## config.mk

```make
export PLATFORM = sky130hd
export DESIGN_NAME = asmd_multiplier_core
export DESIGN_NICKNAME = d
export VERILOG_FILES = /design/src/rtl/asmd_multiplier_core_pkg.sv /design/src/rtl/asmd_multiplier_core_datapath.sv /design/src/rtl/asmd_multiplier_core.sv
export SDC_FILE = /design/constraint.sdc
export NUM_CORES = 1
export LEC_CHECK = 0
export CAP_MARGIN = 20
export CORE_UTILIZATION = 45
export DETAILED_ROUTE_END_ITERATION = 10
export PLACE_DENSITY = 0.66
export SLEW_MARGIN = 40
export SYNTH_ARGS = -nofsm -noshare
export SYNTH_HDL_FRONTEND = slang
export SYNTH_HIERARCHICAL = 1
export SYNTH_SLANG_ARGS = --single-unit
```

## constraint.sdc

```tcl
create_clock -name clk -period 2.64 [get_ports clk]
set_input_delay 0.528 -clock clk [delete_from_list [all_inputs] [get_ports clk]]
set_output_delay 0.528 -clock clk [all_outputs]
set_load 0.005 [all_outputs]
```

## src/rtl/asmd_multiplier_core_pkg.sv

```systemverilog
// Shared definitions for the shift-and-add multiplier: controller state encoding
// and the width of the iteration counter.
package asmd_multiplier_core_pkg;

    typedef enum logic [1:0] {
        IDLE = 2'd0,
        BUSY = 2'd1,
        DONE = 2'd2
    } state_e;

    localparam int DEFAULT_WORD_LENGTH = 4;

    // One spare bit so the counter can represent word_length itself.
    function automatic int cnt_width(input int w);
        return $clog2(w) + 1;
    endfunction

endpackage

```

## src/rtl/asmd_multiplier_core_datapath.sv

```systemverilog
// Datapath of the shift-and-add multiplier: operand/accumulator registers,
// iteration counter and the conditional adder.
module asmd_mult_datapath
    import asmd_multiplier_core_pkg::*;
#(
    parameter int word_length = DEFAULT_WORD_LENGTH
) (
    input  logic                       clk,
    input  logic                       reset,
    input  logic                       load_i,
    input  logic                       shift_i,
    input  logic [word_length-1:0]     word0_i,
    input  logic [word_length-1:0]     word1_i,
    output logic [2*word_length-1:0]   acc_sum_o,
    output logic                       last_o
);

    localparam int CW = cnt_width(word_length);

    logic [2*word_length-1:0] mcand_q, mcand_d;
    logic [word_length-1:0]   mplier_q, mplier_d;
    logic [2*word_length-1:0] acc_q, acc_d;
    logic [CW-1:0]            count_q, count_d;
    logic [2*word_length-1:0] addend;

    // acc_sum_o is the accumulator value after the current iteration; the
    // controller captures it directly on the final iteration.
    always_comb begin
        addend    = mplier_q[0] ? mcand_q : '0;
        acc_sum_o = acc_q + addend;
        last_o    = (count_q == CW'(word_length - 1));
    end

    always_comb begin
        mcand_d  = mcand_q;
        mplier_d = mplier_q;
        acc_d    = acc_q;
        count_d  = count_q;
        if (load_i) begin
            mcand_d  = {{word_length{1'b0}}, word0_i};
            mplier_d = word1_i;
            acc_d    = '0;
            count_d  = '0;
        end else if (shift_i) begin
            acc_d    = acc_sum_o;
            mcand_d  = mcand_q << 1;
            mplier_d = mplier_q >> 1;
            count_d  = count_q + CW'(1);
        end
    end

    always_ff @(posedge clk) begin
        if (reset) begin
            mcand_q  <= '0;
            mplier_q <= '0;
            acc_q    <= '0;
            count_q  <= '0;
        end else begin
            mcand_q  <= mcand_d;
            mplier_q <= mplier_d;
            acc_q    <= acc_d;
            count_q  <= count_d;
        end
    end

endmodule

```

## src/rtl/asmd_multiplier_core.sv

```systemverilog
// Sequential unsigned shift-and-add multiplier: controller FSM and output
// registers; arithmetic lives in asmd_mult_datapath.
module asmd_multiplier_core
    import asmd_multiplier_core_pkg::*;
#(
    parameter int word_length = DEFAULT_WORD_LENGTH
) (
    input  logic                       clk,
    input  logic                       reset,
    input  logic                       start,
    input  logic [word_length-1:0]     word0,
    input  logic [word_length-1:0]     word1,
    output logic [2*word_length-1:0]   product,
    output logic                       ready
);

    state_e                   state_q, state_d;
    logic [2*word_length-1:0] product_q, product_d;
    logic                     ready_q, ready_d;
    logic                     load, shift;
    logic [2*word_length-1:0] acc_sum;
    logic                     last;

    asmd_mult_datapath #(
        .word_length (word_length)
    ) u_datapath (
        .clk       (clk),
        .reset     (reset),
        .load_i    (load),
        .shift_i   (shift),
        .word0_i   (word0),
        .word1_i   (word1),
        .acc_sum_o (acc_sum),
        .last_o    (last)
    );

    always_comb begin
        state_d   = state_q;
        product_d = product_q;
        ready_d   = ready_q;
        load      = 1'b0;
        shift     = 1'b0;
        case (state_q)
            IDLE: begin
                if (start) begin
                    load    = 1'b1;
                    ready_d = 1'b0;
                    state_d = BUSY;
                end
            end
            BUSY: begin
                shift = 1'b1;
                if (last) begin
                    product_d = acc_sum;
                    ready_d   = 1'b1;
                    state_d   = DONE;
                end
            end
            // Wait for start to drop so a held request cannot retrigger.
            DONE: begin
                if (!start) begin
                    state_d = IDLE;
                end
            end
            default: state_d = IDLE;
        endcase
    end

    always_ff @(posedge clk) begin
        if (reset) begin
            state_q   <= IDLE;
            product_q <= '0;
            ready_q   <= 1'b0;
        end else begin
            state_q   <= state_d;
            product_q <= product_d;
            ready_q   <= ready_d;
        end
    end

    assign product = product_q;
    assign ready   = ready_q;

endmodule

```

======== After elaboration in Yosys (flattened, before gate mapping) ========
Cells that the tools add are included.
word-level totals
  output and inout port bits .............. 9
  logic and storage cells ................. 38
  register bits after elaboration ......... 34
operators by class
  multiplexer cells ....................... 15
  add/subtract/negate cells ............... 2
  reductions and logical operators ........ 7
  equality and inequality tests ........... 6
operator list
  cell                   number
  $mux W4                4
  $add A8 B8 Y8          1
  $mux W8                1
  $mux W2                3
  $ne A2 B2 Y1 const B   3
  $pmux W2 S3            1
  $reduce_and A3 Y1      2
  $mux W1                5
  $reduce_bool A2 Y1     2
  $add A3 B1 Y3 const B  1
  $eq A3 B2 Y1 const B   1
  $eq A2 B1 Y1 const B   1
  $eq A2 B2 Y1 const B   1
  $logic_not A2 Y1       1
  $pmux W1 S2            1
  $reduce_and A2 Y1      1
  $reduce_or A2 Y1       1

======== Longest topological paths before layout ========
Gate-level depths: netlist (run 1).
  word-level depth ........................ 4
  mapped depth ............................ 11
  depth with buffers taken out ............ 11

======== Cells and area by module ========
Netlist (run 1), hierarchy kept.
by module, submodules not included
  module                sequential area each (um2)  instances  area an instance (um2)  cells an instance
  asmd_mult_datapath    460.4                       1          1,343.8                 155
  asmd_multiplier_core  220.2                       1          410.4                   50

======== Least setup slack after synthesis (run 1) ========
OpenSTA, ideal clock, no wires.
  path kind ............................... register to register
  from .................................... register u_datapath.mplier_q[0]
  to ...................................... register u_datapath.acc_q[6]
  cell stages (with the launch flop) ...... 10
  library setup time ...................... 0.130 ns
  data required time ...................... 2.510 ns
  arrival time ............................ 1.798 ns
  path slack .............................. 0.712 ns
  cells stage by stage .................... dfxtp_1 > and2_1 > ha_1 > inv_1 > fa_1 > nor2b_1 > o21ai_1 > a21boi_1 > o21a_1 > o211ai_1
on the way
  word-level cells in the longest chain between the ends .. 2
ends and longest elaborated chain
  item                    line                                 source
  start, declared         asmd_multiplier_core_datapath.sv:21  logic [word_length-1:0] mplier_q, mplier_d;
  start signal, assigned  asmd_multiplier_core_datapath.sv:60  mplier_q <= mplier_d;
  $mux W8                 asmd_multiplier_core_datapath.sv:29  addend = mplier_q[0] ? mcand_q : '0;
  $add A8 B8 Y8           asmd_multiplier_core_datapath.sv:30  acc_sum_o = acc_q + addend;
  end signal, assigned    asmd_multiplier_core_datapath.sv:56  acc_q <= '0;
  end signal, assigned    asmd_multiplier_core_datapath.sv:61  acc_q <= acc_d;
  end, declared           asmd_multiplier_core_datapath.sv:22  logic [2*word_length-1:0] acc_q, acc_d;
No other way between the ends.
A chain may end at the register's enable or synchronous reset.

======== Final worst setup path (run 1) ========
Same ends and word-level chain as after synthesis.

==> flow_summary_export.csv, run 1 <==
group,metric,value,unit
timing,timing.final.ws_setup,0.448,ns
timing,final.min_clock_period,2.19,ns
logic_synthesis,synth_top_family_by_area,"simple AND/OR/NAND/NOR gates",
logic_synthesis,avgSynthCellArea,8.56,µm²
logic_synthesis,synth-xor-area-share,3.92,%
placed_design,post-place-cells,265,
final_layout,final_nets,245,
worst_setup_path,required,2.80,ns
timing,hold_viol_final,0,
grt,grt_pass1_wl,5980,µm
grt,antenna_found_initial,0,
hold_path,min_path_type,"register to register",
placed_design,gp_congestion,0.828,
logic_synthesis,synth_seq_cells,34,
timing,slew_violations,0,
power,internal-power,779,µW
floorplanning,die-area,0.00415,mm²
worst_setup_path,startpoint_type,"register",
route,finalWirelength,3440,µm
route,first_pass_iters,4,
worst_setup_path,r2r_end,"u_datapath/acc_q[6]",
cts,htreeDepth,2,
floorplanning,fp.dieH,64.4,µm
timing,skew,0.00421,ns
worst_setup_path,r2r-start,"u_datapath/mplier_q[0]",
logic_synthesis,synth.area.mux_share,7.99,%
route,avgRoutedWirePerCell,12.6,µm
grt,grt_pass1_vias,1338,
timing,finalSetupTns,0,ns
logic_synthesis,synth_cell_types,42,
logic_synthesis,synth_edf_count,0,
power,p_sw_share,23.6,%
power,p_clk_share,38.3,%
timing,rsz0062_at_grt,"false",
cts,cts_buffers,5,
logic_synthesis,synth_fa_ha_area_share,7.56,%
placed_design,dp_hpwl,2550,µm
power,p_leak,0.791,nW
timing,slew_headroom,74.9,%
route,drc_errors,0,
worst_setup_path,cp_cell_sequence,"and2_1 -> ha_1 -> inv_1 -> fa_1 -> nor2b_1 -> o21ai_1 -> a21boi_1 -> o21a_1 -> o211ai_1",
power,p_comb_share,9.2,%
placed_design,io_buffers,19,
floorplanning,ioPinCount,20,
route,viasPerCell,5.26,
grt,grt_max_degree,25,
outcome,status,"completed",
cts,clockBufferDepth,2,
cts,cts_tree,"done",
logic_synthesis,syn_nets,226,
worst_setup_path,cpPeakStageDelay,0.43,ns
cts,clock-root-buffer,"clkbuf_8",
power,p_total,1.02,mW
cts,cts_resized,0,
route,ant_nets,0,
power,powerDensity,491,mW/mm²
power,peakVddDrop,0.304,mV
logic_synthesis,synthArstFlopShare,0,%
power,power_frac_seq,52.5,%
job,drv_cap,0,
floorplanning,core-area,0.00369,mm²
logic_synthesis,ys_seq_area_share,38.8,%
worst_setup_path,crit_path_end_kind,"register",
timing,setup_viol,0,
cts,cts_setup_buffers,0,
worst_setup_path,rr_worst_depth,9,
timing,final.period_utilization,83.0,%
placed_design,pre_cts_slack,0.480,ns
cts,path_clk_slew,0.07,ns
floorplanning,die_w,64.4,µm
logic_synthesis,synth-main-ff-cell,"dfxtp_1",
floorplanning,start_util,47.6,%
worst_setup_path,path_max_fanout,9,
worst_setup_path,cp-startpoint,"u_datapath/mplier_q[0]",
worst_setup_path,crit_type,"register to register",
logic_synthesis,synth_simple_gate_area_share,21.5,%
route,vias,1435,
grt,grt_overflow,0,
grt,grtUsageTotal,19.1,%
final_layout,drive_above_1_share,7.56,%
final_layout,fillCellCount,359,
power,power_switching,240,µW
final_layout,antennaDiodeCount,0,
timing,worst_hold_slack,0.457,ns
timing,fmax,456,MHz
cts,clock_latency,0.28,ns
logic_synthesis,syn_area,0.00175,mm²
final_layout,final_cell_count_no_fill,273,
worst_setup_path,cp-endpoint,"u_datapath/acc_q[6]",
logic_synthesis,yosysWarningCount,6,
route,drt_iter0_markers,75,
logic_synthesis,synth_compound_area_share,15.8,%
logic_synthesis,synth_cells,205,
worst_setup_path,reg2reg_slack,0.45,ns
floorplanning,rows,22,
final_layout,synthToLayoutAreaGrowth,18.3,%
cts,cts_sinks,34,
worst_setup_path,cp.arrival,2.35,ns
cts,cts_hold_buf,0,
worst_setup_path,slowest_stage,"dfxtp_1",
timing,tightest_slew,0.375,ns
[per-layer routing]
metal  share of wire (%)  track usage (%)  routed length [µm]  vias up
met5                   0                0                   0        -
met4                 1.7             8.89                  58        0
met3                 4.4             6.16                 152        7
met2                  47             32.2                1620       31
met1                  47             21.6                1620      652
li1                    -                -                   -      745
[cells by family after synthesis]
| logic type | Yosys count |
|---|---|
| buffers and inverters | 18 |
| AO/OA/AOI/OAI | 43 |
| XOR/XNOR | 7 |
| multiplexers | 14 |
| flip-flops | 34 |
| adder cells (fa/ha/maj) | 10 |
| AND/OR/NAND/NOR | 79 |
[cells in the mapped netlist (2+ instances only)]
| master | number | area [µm²] |
|---|---|---|
| xnor2_1 | 6 | 52.6 |
| dfxtp_1 | 34 | 681 |
| o21ai_1 | 4 | 20.0 |
| nand3b_1 | 2 | 15.0 |
| inv_1 | 6 | 22.5 |
| and2_1 | 6 | 37.5 |
| mux2i_1 | 14 | 140 |
| nor2_1 | 32 | 120 |
| nand4b_1 | 2 | 17.5 |
| nor3b_1 | 3 | 22.5 |
| nor2b_1 | 3 | 18.8 |
| ha_1 | 9 | 113 |
| nand2_1 | 23 | 86.3 |
| buf_2 | 6 | 30.0 |
| o211ai_1 | 3 | 22.5 |
| a21oi_1 | 21 | 105 |
| a211oi_1 | 4 | 30.0 |
| clkbuf_1 | 3 | 11.3 |
[cells in the final DEF (no fill, tap or decap), types with 2 or more instances in the layout]
cell             count
a211oi_1             4
a21oi_1             21
and2_1               6
buf_4                4
clkbuf_8             6
clkdlybuf4s50_1     19
dfxtp_1             34
ha_1                 9
inv_1                6
mux2i_1             14
nand2_1             23
nand3b_1             2
nand4b_1             2
nor2_1              32
nor2b_1              2
nor3b_1              3
o211ai_1             3
o21ai_1              4
xnor2_1              6
[area by class of cell]
type	count	area (µm²)	area share, %
sequential	34	681	32.8
clock inverter	1	5.00	0.241
tap	48	60.1	2.89
multi-input combinational	153	997	48.0
inverter	7	26.3	1.27
timing repair buffer	23	220	10.6
clock buffer	7	86.3	4.16
[per-stage QoR]
| step | utilization, % | instance area (µm²) |
|---|---|---|
| after floorplan | - | 1750 |
| after global placement | 53.8 | 1980 |
| after detailed placement | 53.8 | 1980 |
| after CTS | 56.3 | 2080 |
| after global routing | 56.3 | 2080 |
| final | 56.3 | 2080 |
[power by group through the flow]
stage	Combinational, mW	Sequential, mW	Clock, mW
3_3_place_gp	0.0924	0.546	0
2_1_floorplan	0.0643	0.544	0
6_report	0.0940	0.535	0.390
3_5_place_dp	0.0944	0.547	0
4_1_cts	0.0950	0.535	0.407
5_1_grt	0.104	0.537	0.433
[worst max-delay path, delay by kind of cell, from the launching register on]
family | cells | cell delay, ns
buffers and inverters | 1 | 0.07
DFF | 1 | 0.43
AOI/OAI and AO/OA | 4 | 0.66
and+or+nand+nor | 2 | 0.29
adders and majority gates | 2 | 0.62
[state kept, by name (all words and copies together), names as in the netlist]
name,cells
u_datapath/acc_q,8
u_datapath/mplier_q,4
u_datapath/count_q,3
u_datapath/mcand_q,8
state_q,2
ready,1
product,8
[how the worst min path moves through the flow]
stage,from,endpoint,depth (start not counted)
CTS,product[7],product[7],2
finish,product[7],product[7],2
global route,product[5],product[5],2
global placement,product[0],product[0],2
floorplan,product[0],product[0],2
detailed placement,product[7],product[7],2
(Power assumes the default switching activity.)
==> run 2, diff against run 1 <==
PLACE_DENSITY = 0.69   (was 0.66)
clock period = 1.93 ns   (was 2.64 ns; I/O delays follow)
==> flow_summary_export.csv, run 2 (same netlist as run 1, synthesis figures left out) <==
group,metric,value,unit
grt,grtUsageTotal,19.4,%
final_layout,fillCellCount,315,
floorplanning,die-area,0.00415,mm²
final_layout,fin_area,0.00240,mm²
worst_setup_path,r2r_end,"u_datapath/acc_q[7]",
timing,fmax,518,MHz
timing,slew_violations,0,
route,avgRoutedWirePerCell,12.6,µm
outcome,violations,"setup timing",
final_layout,final_cell_count_no_fill,292,
cts,clockBufferDepth,2,
grt,grt_overflow,0,
timing,final.period_utilization,100,%
timing,final.min_clock_period,1.93,ns
floorplanning,rows,22,
worst_setup_path,rr_worst_depth,10,
power,powerDensity,641,mW/mm²
route,drc_errors,0,
worst_setup_path,crit_path_end_kind,"register",
timing,hold_viol_final,0,
timing,skew,0.00420,ns
placed_design,dp_hpwl,2450,µm
route,first_pass_iters,4,
route,finalWirelength,3680,µm
power,power_frac_seq,47.5,%
power,p_sw_share,22.0,%
route,vias,1519,
final_layout,multi_input_area,0.00115,mm²
worst_setup_path,reg2reg_slack,-0.002,ns
worst_setup_path,path_max_fanout,6,
final_layout,layout_common_cells,"nor2_1, dfxtp_1, buf_4",
cts,clock-root-buffer,"clkbuf_8",
placed_design,gp_congestion,0.871,
grt,antenna_found_initial,0,
placed_design,pre_cts_slack,-0.119,ns
cts,clock_latency,0.29,ns
power,p_comb_share,9.5,%
power,internal-power,1.20,mW
cts,cts_sinks,34,
final_layout,synthToLayoutAreaGrowth,37.0,%
final_layout,final_nets,265,
power,peakVddDrop,0.324,mV
worst_setup_path,startpoint_type,"register",
hold_path,min-delay-start,"product[6]",
power,p_leak,0.904,nW
final_layout,area.sequential,687,µm²
placed_design,post_dp_cell_area,0.00207,mm²
timing,tightest_slew,0.349,ns
timing,timing.final.ws_setup,-0.00199,ns
grt,grt_max_degree,25,
final_layout,final_util,65.2,%
final_layout,drive_above_1_share,26.2,%
hold_path,hold-path-endpoint,"product[6]",
floorplanning,die_w,64.4,µm
cts,cts_hold_buf,0,
grt,grt_pass1_vias,1369,
outcome,status,"finished, violations left",
floorplanning,start_util,47.6,%
placed_design,io_buffers,19,
route,viasPerCell,5.20,
power,power_switching,339,µW
timing,slew_headroom,76.8,%
final_layout,antennaDiodeCount,0,
cts,cts_buffers,5,
worst_setup_path,cp.arrival,2.11,ns
grt,grt_pass1_wl,6150,µm
placed_design,post-place-cells,276,
floorplanning,fp.dieH,64.4,µm
timing,setup_viol,2,
floorplanning,core-area,0.00369,mm²
hold_path,hold_depth,2,
floorplanning,ioPinCount,20,
hold_path,min_path_type,"register to register",
power,p_clk_share,43.0,%
route,ant_nets,0,
cts,cts_tree,"done",
route,drt_iter0_markers,57,
timing,rsz0062_at_grt,"true",
worst_setup_path,crit_type,"register to register",
worst_setup_path,required,2.11,ns
cts,path_clk_slew,0.07,ns
worst_setup_path,r2r-start,"u_datapath/mplier_q[0]",
job,drv_cap,0,
cts,htreeDepth,2,
## run 2: stage by stage
| step | power, mW | setup TNS [ns] | hold slack [ns] |
|---|---|---|---|
| global placement | 0.883 | -0.161 | 0.444 |
| floorplan | 0.832 | 0 | 0.453 |
| finish | 1.54 | -0.00338 | 0.451 |
| detailed placement | 0.884 | -0.397 | 0.447 |
| CTS | 1.55 | 0 | 0.458 |
| global route | 1.61 | -0.476 | 0.472 |
## run 2: worst max-delay path by stage
| stage | from | endpoint | slack, ns | cells past startpoint |
|---|---|---|---|---|
| after CTS | u_datapath/mplier_q[0] | product[7] | 0.01 | 9 |
| after global routing | u_datapath/mplier_q[0] | product[6] | -0.13 | 11 |
| after floorplan | u_datapath/mplier_q[0] | u_datapath/acc_q[6] | 0.002 | 9 |
| final | u_datapath/mplier_q[0] | u_datapath/acc_q[7] | -0.002 | 10 |
| after global placement | u_datapath/mplier_q[0] | u_datapath/acc_q[6] | -0.06 | 9 |
| after detailed placement | u_datapath/mplier_q[0] | u_datapath/acc_q[6] | -0.12 | 9 |
## run 2: worst max-delay path, stage by stage (launching register included)
cell,delay (ns)
dfxtp_4,0.36
buf_4,0.14
nand2_4,0.06
inv_2,0.04
ha_4,0.21
a211oi_2,0.24
o211ai_1,0.18
buf_4,0.18
a211oi_2,0.19
nand4b_1,0.15
o31ai_2,0.07
## run 2: final cells by class
cell class	instances	share of cell area, %
clock buffer	6	3.44
clock inverter	1	1.25
inverter	7	1.09
multi-input combinational	153	47.7
sequential	34	28.6
tap	48	2.50
timing repair buffer	43	15.4
## run 2: repair_timing
item | in CTS | in global routing
pin swaps | 4 | 14
setup buffers | 1 | 9
endpoints found under the setup margin | 5 | 8
gates resized for setup | 8 | 24
endpoints found under the hold margin | 0 | 0
## run 2: power groups by stage
stage	Clock, mW	Combinational (mW)	Sequential, mW
finish	0.663	0.146	0.732
global route	0.710	0.164	0.734
CTS	0.684	0.138	0.731
detailed placement	0	0.137	0.747
global placement	0	0.137	0.746
floorplan	0	0.0880	0.744
## run 2: per-layer routing
layer,vias up,routed length (µm),GRT usage (%)
met2,31,1720,31.1
met5,-,0,0
met4,0,69,7.50
li1,782,-,-
met1,699,1750,24.5
met3,7,140,5.81
==> run 3, diff against run 2 <==
RECOVER_POWER = 50   (was unset)
==> flow_summary_export.csv, run 3 (same netlist as run 1, synthesis figures left out) <==
group,metric,value,unit
grt,grtUsageTotal,19.4,%
route,viasPerCell,5.26,
power,p_total,1.54,mW
cts,cts_hold_buf,0,
grt,antenna_found_initial,0,
route,first_pass_iters,4,
outcome,violations,"setup timing",
final_layout,drive_above_1_share,25.8,%
worst_setup_path,startpoint_type,"register",
final_layout,layout_common_cells,"nor2_1, dfxtp_1, buf_4",
timing,slew_headroom,77.0,%
power,p_leak,0.925,nW
final_layout,multi_input_area,0.00115,mm²
worst_setup_path,crit_type,"register to register",
final_layout,final_nets,265,
placed_design,io_buffers,19,
grt,grt_pass1_vias,1369,
timing,timing.final.ws_setup,-0.00516,ns
placed_design,dp_hpwl,2450,µm
route,avgRoutedWirePerCell,12.6,µm
final_layout,antennaDiodeCount,0,
timing,fmax,517,MHz
worst_setup_path,path_max_fanout,6,
cts,htreeDepth,2,
outcome,status,"finished, violations left",
cts,cts_buffers,5,
cts,clock-root-buffer,"clkbuf_8",
cts,clockBufferDepth,2,
floorplanning,rows,22,
final_layout,fillCellCount,317,
worst_setup_path,cpPeakStageDelay,0.36,ns
job,drv_cap,0,
cts,clock_latency,0.29,ns
worst_setup_path,required,2.11,ns
grt,grt_overflow,0,
cts,cts_tree,"done",
cts,path_clk_slew,0.07,ns
worst_setup_path,crit_buf_inv,3,
timing,rsz0062_at_grt,"true",
worst_setup_path,cp.arrival,2.11,ns
placed_design,gp_congestion,0.871,
timing,final.period_utilization,100,%
route,finalWirelength,3670,µm
floorplanning,die-area,0.00415,mm²
timing,tightest_slew,0.345,ns
final_layout,area.sequential,687,µm²
final_layout,synthToLayoutAreaGrowth,36.8,%
worst_setup_path,crit_path_end_kind,"register",
cts,cts_sinks,34,
worst_setup_path,slowest_stage,"dfxtp_4",
floorplanning,core-area,0.00369,mm²
floorplanning,start_util,47.6,%
grt,grt_pass1_wl,6150,µm
timing,skew,0.00511,ns
timing,finalSetupTns,-0.00516,ns
timing,hold_viol_final,0,
timing,slew_violations,0,
power,peakVddDrop,0.325,mV
floorplanning,die_w,64.4,µm
power,powerDensity,642,mW/mm²
grt,grt_max_degree,25,
route,drt_iter0_markers,56,
route,vias,1535,
route,drc_errors,0,
route,ant_nets,0,
timing,setup_viol,1,
worst_setup_path,path_delay_family,"compound AO/OA/AOI/OAI gates",
timing,final.min_clock_period,1.94,ns
floorplanning,ioPinCount,20,
worst_setup_path,cp_cell_sequence,"buf_4 -> nand2_4 -> inv_2 -> ha_4 -> a211oi_2 -> o211ai_1 -> buf_4 -> a211oi_2 -> nand4b_1 -> o31ai_2",
floorplanning,fp.dieH,64.4,µm
hold_path,min_path_type,"register to register",
run 3: cell types whose count changed in the layout (fill, tap and decap cells not counted), sizes merged:
| cell | change |
|---|---|
| buf | -1 |
| dlygate4sd3 | +8 |
| clkbuf | +1 |
| clkdlybuf4s50 | -8 |
run 3: layout make-up:
type                    instances  area share, %
inverters                       7           1.09
flip-flops and latches         34           28.6
well taps                      48           2.50
clock buffers                   6           3.44
clock inverters                 1           1.25
multi-input cells             153           47.8
repair buffers                 43           15.3
run 3: tightest hold or removal path, cell delays in order (launching register included):
cell	delay, ns
dfxtp_1	0.31
nand2_1	0.05
a21oi_1	0.05
run 3: timing repair:
item | CTS | global route
resized for setup | 8 | 24
setup endpoints to repair | 5 | 8
gates cloned | 0 | 0
setup buffers | 1 | 9
pin swaps | 4 | 14
run 3: report_power, final:
part / switching [mW] / internal, mW / total [mW]
registers: 0.0138 / 0.718 / 0.732
clock network: 0.251 / 0.413 / 0.664
logic: 0.0743 / 0.0702 / 0.145
total: 0.339 / 1.20 / 1.54
run 3: routing by layer:
metal  GRT usage (%)  vias up  part of all wire (%)
met2            31.1       35                    48
met5               0        -                     0
met4            7.50        0                   1.4
li1                -      781                     -
met3            5.81        5                   3.7
met1            24.5      714                    47
run 3: worst paths after layout:
kind / startpoint / endpoint / slack, ns / cells after the start
hold / removal: product[6] / product[6] / 0.45 / 2
setup / recovery: u_datapath/mplier_q[0] / u_datapath/acc_q[7] / -0.005 / 10
hold reg to reg: product[6] / product[6] / 0.45 / 2
setup reg to reg: u_datapath/mplier_q[0] / u_datapath/acc_q[7] / -0.005 / 10
run 3: per-stage QoR:
step | std cells | hold WS (ns) | utilization, % | area [µm²] | worst slack (ns)
floorplan | 205 | 0.453 | - | 1750 | 0.00172
finish | 292 | 0.449 | 65.1 | 2400 | -0.00516
global route | 292 | 0.469 | 65.1 | 2400 | -0.135
CTS | 284 | 0.458 | 60.2 | 2220 | 0.00989
detailed placement | 276 | 0.447 | 56.0 | 2070 | -0.119
global placement | 276 | 0.444 | 56.0 | 2070 | -0.0619
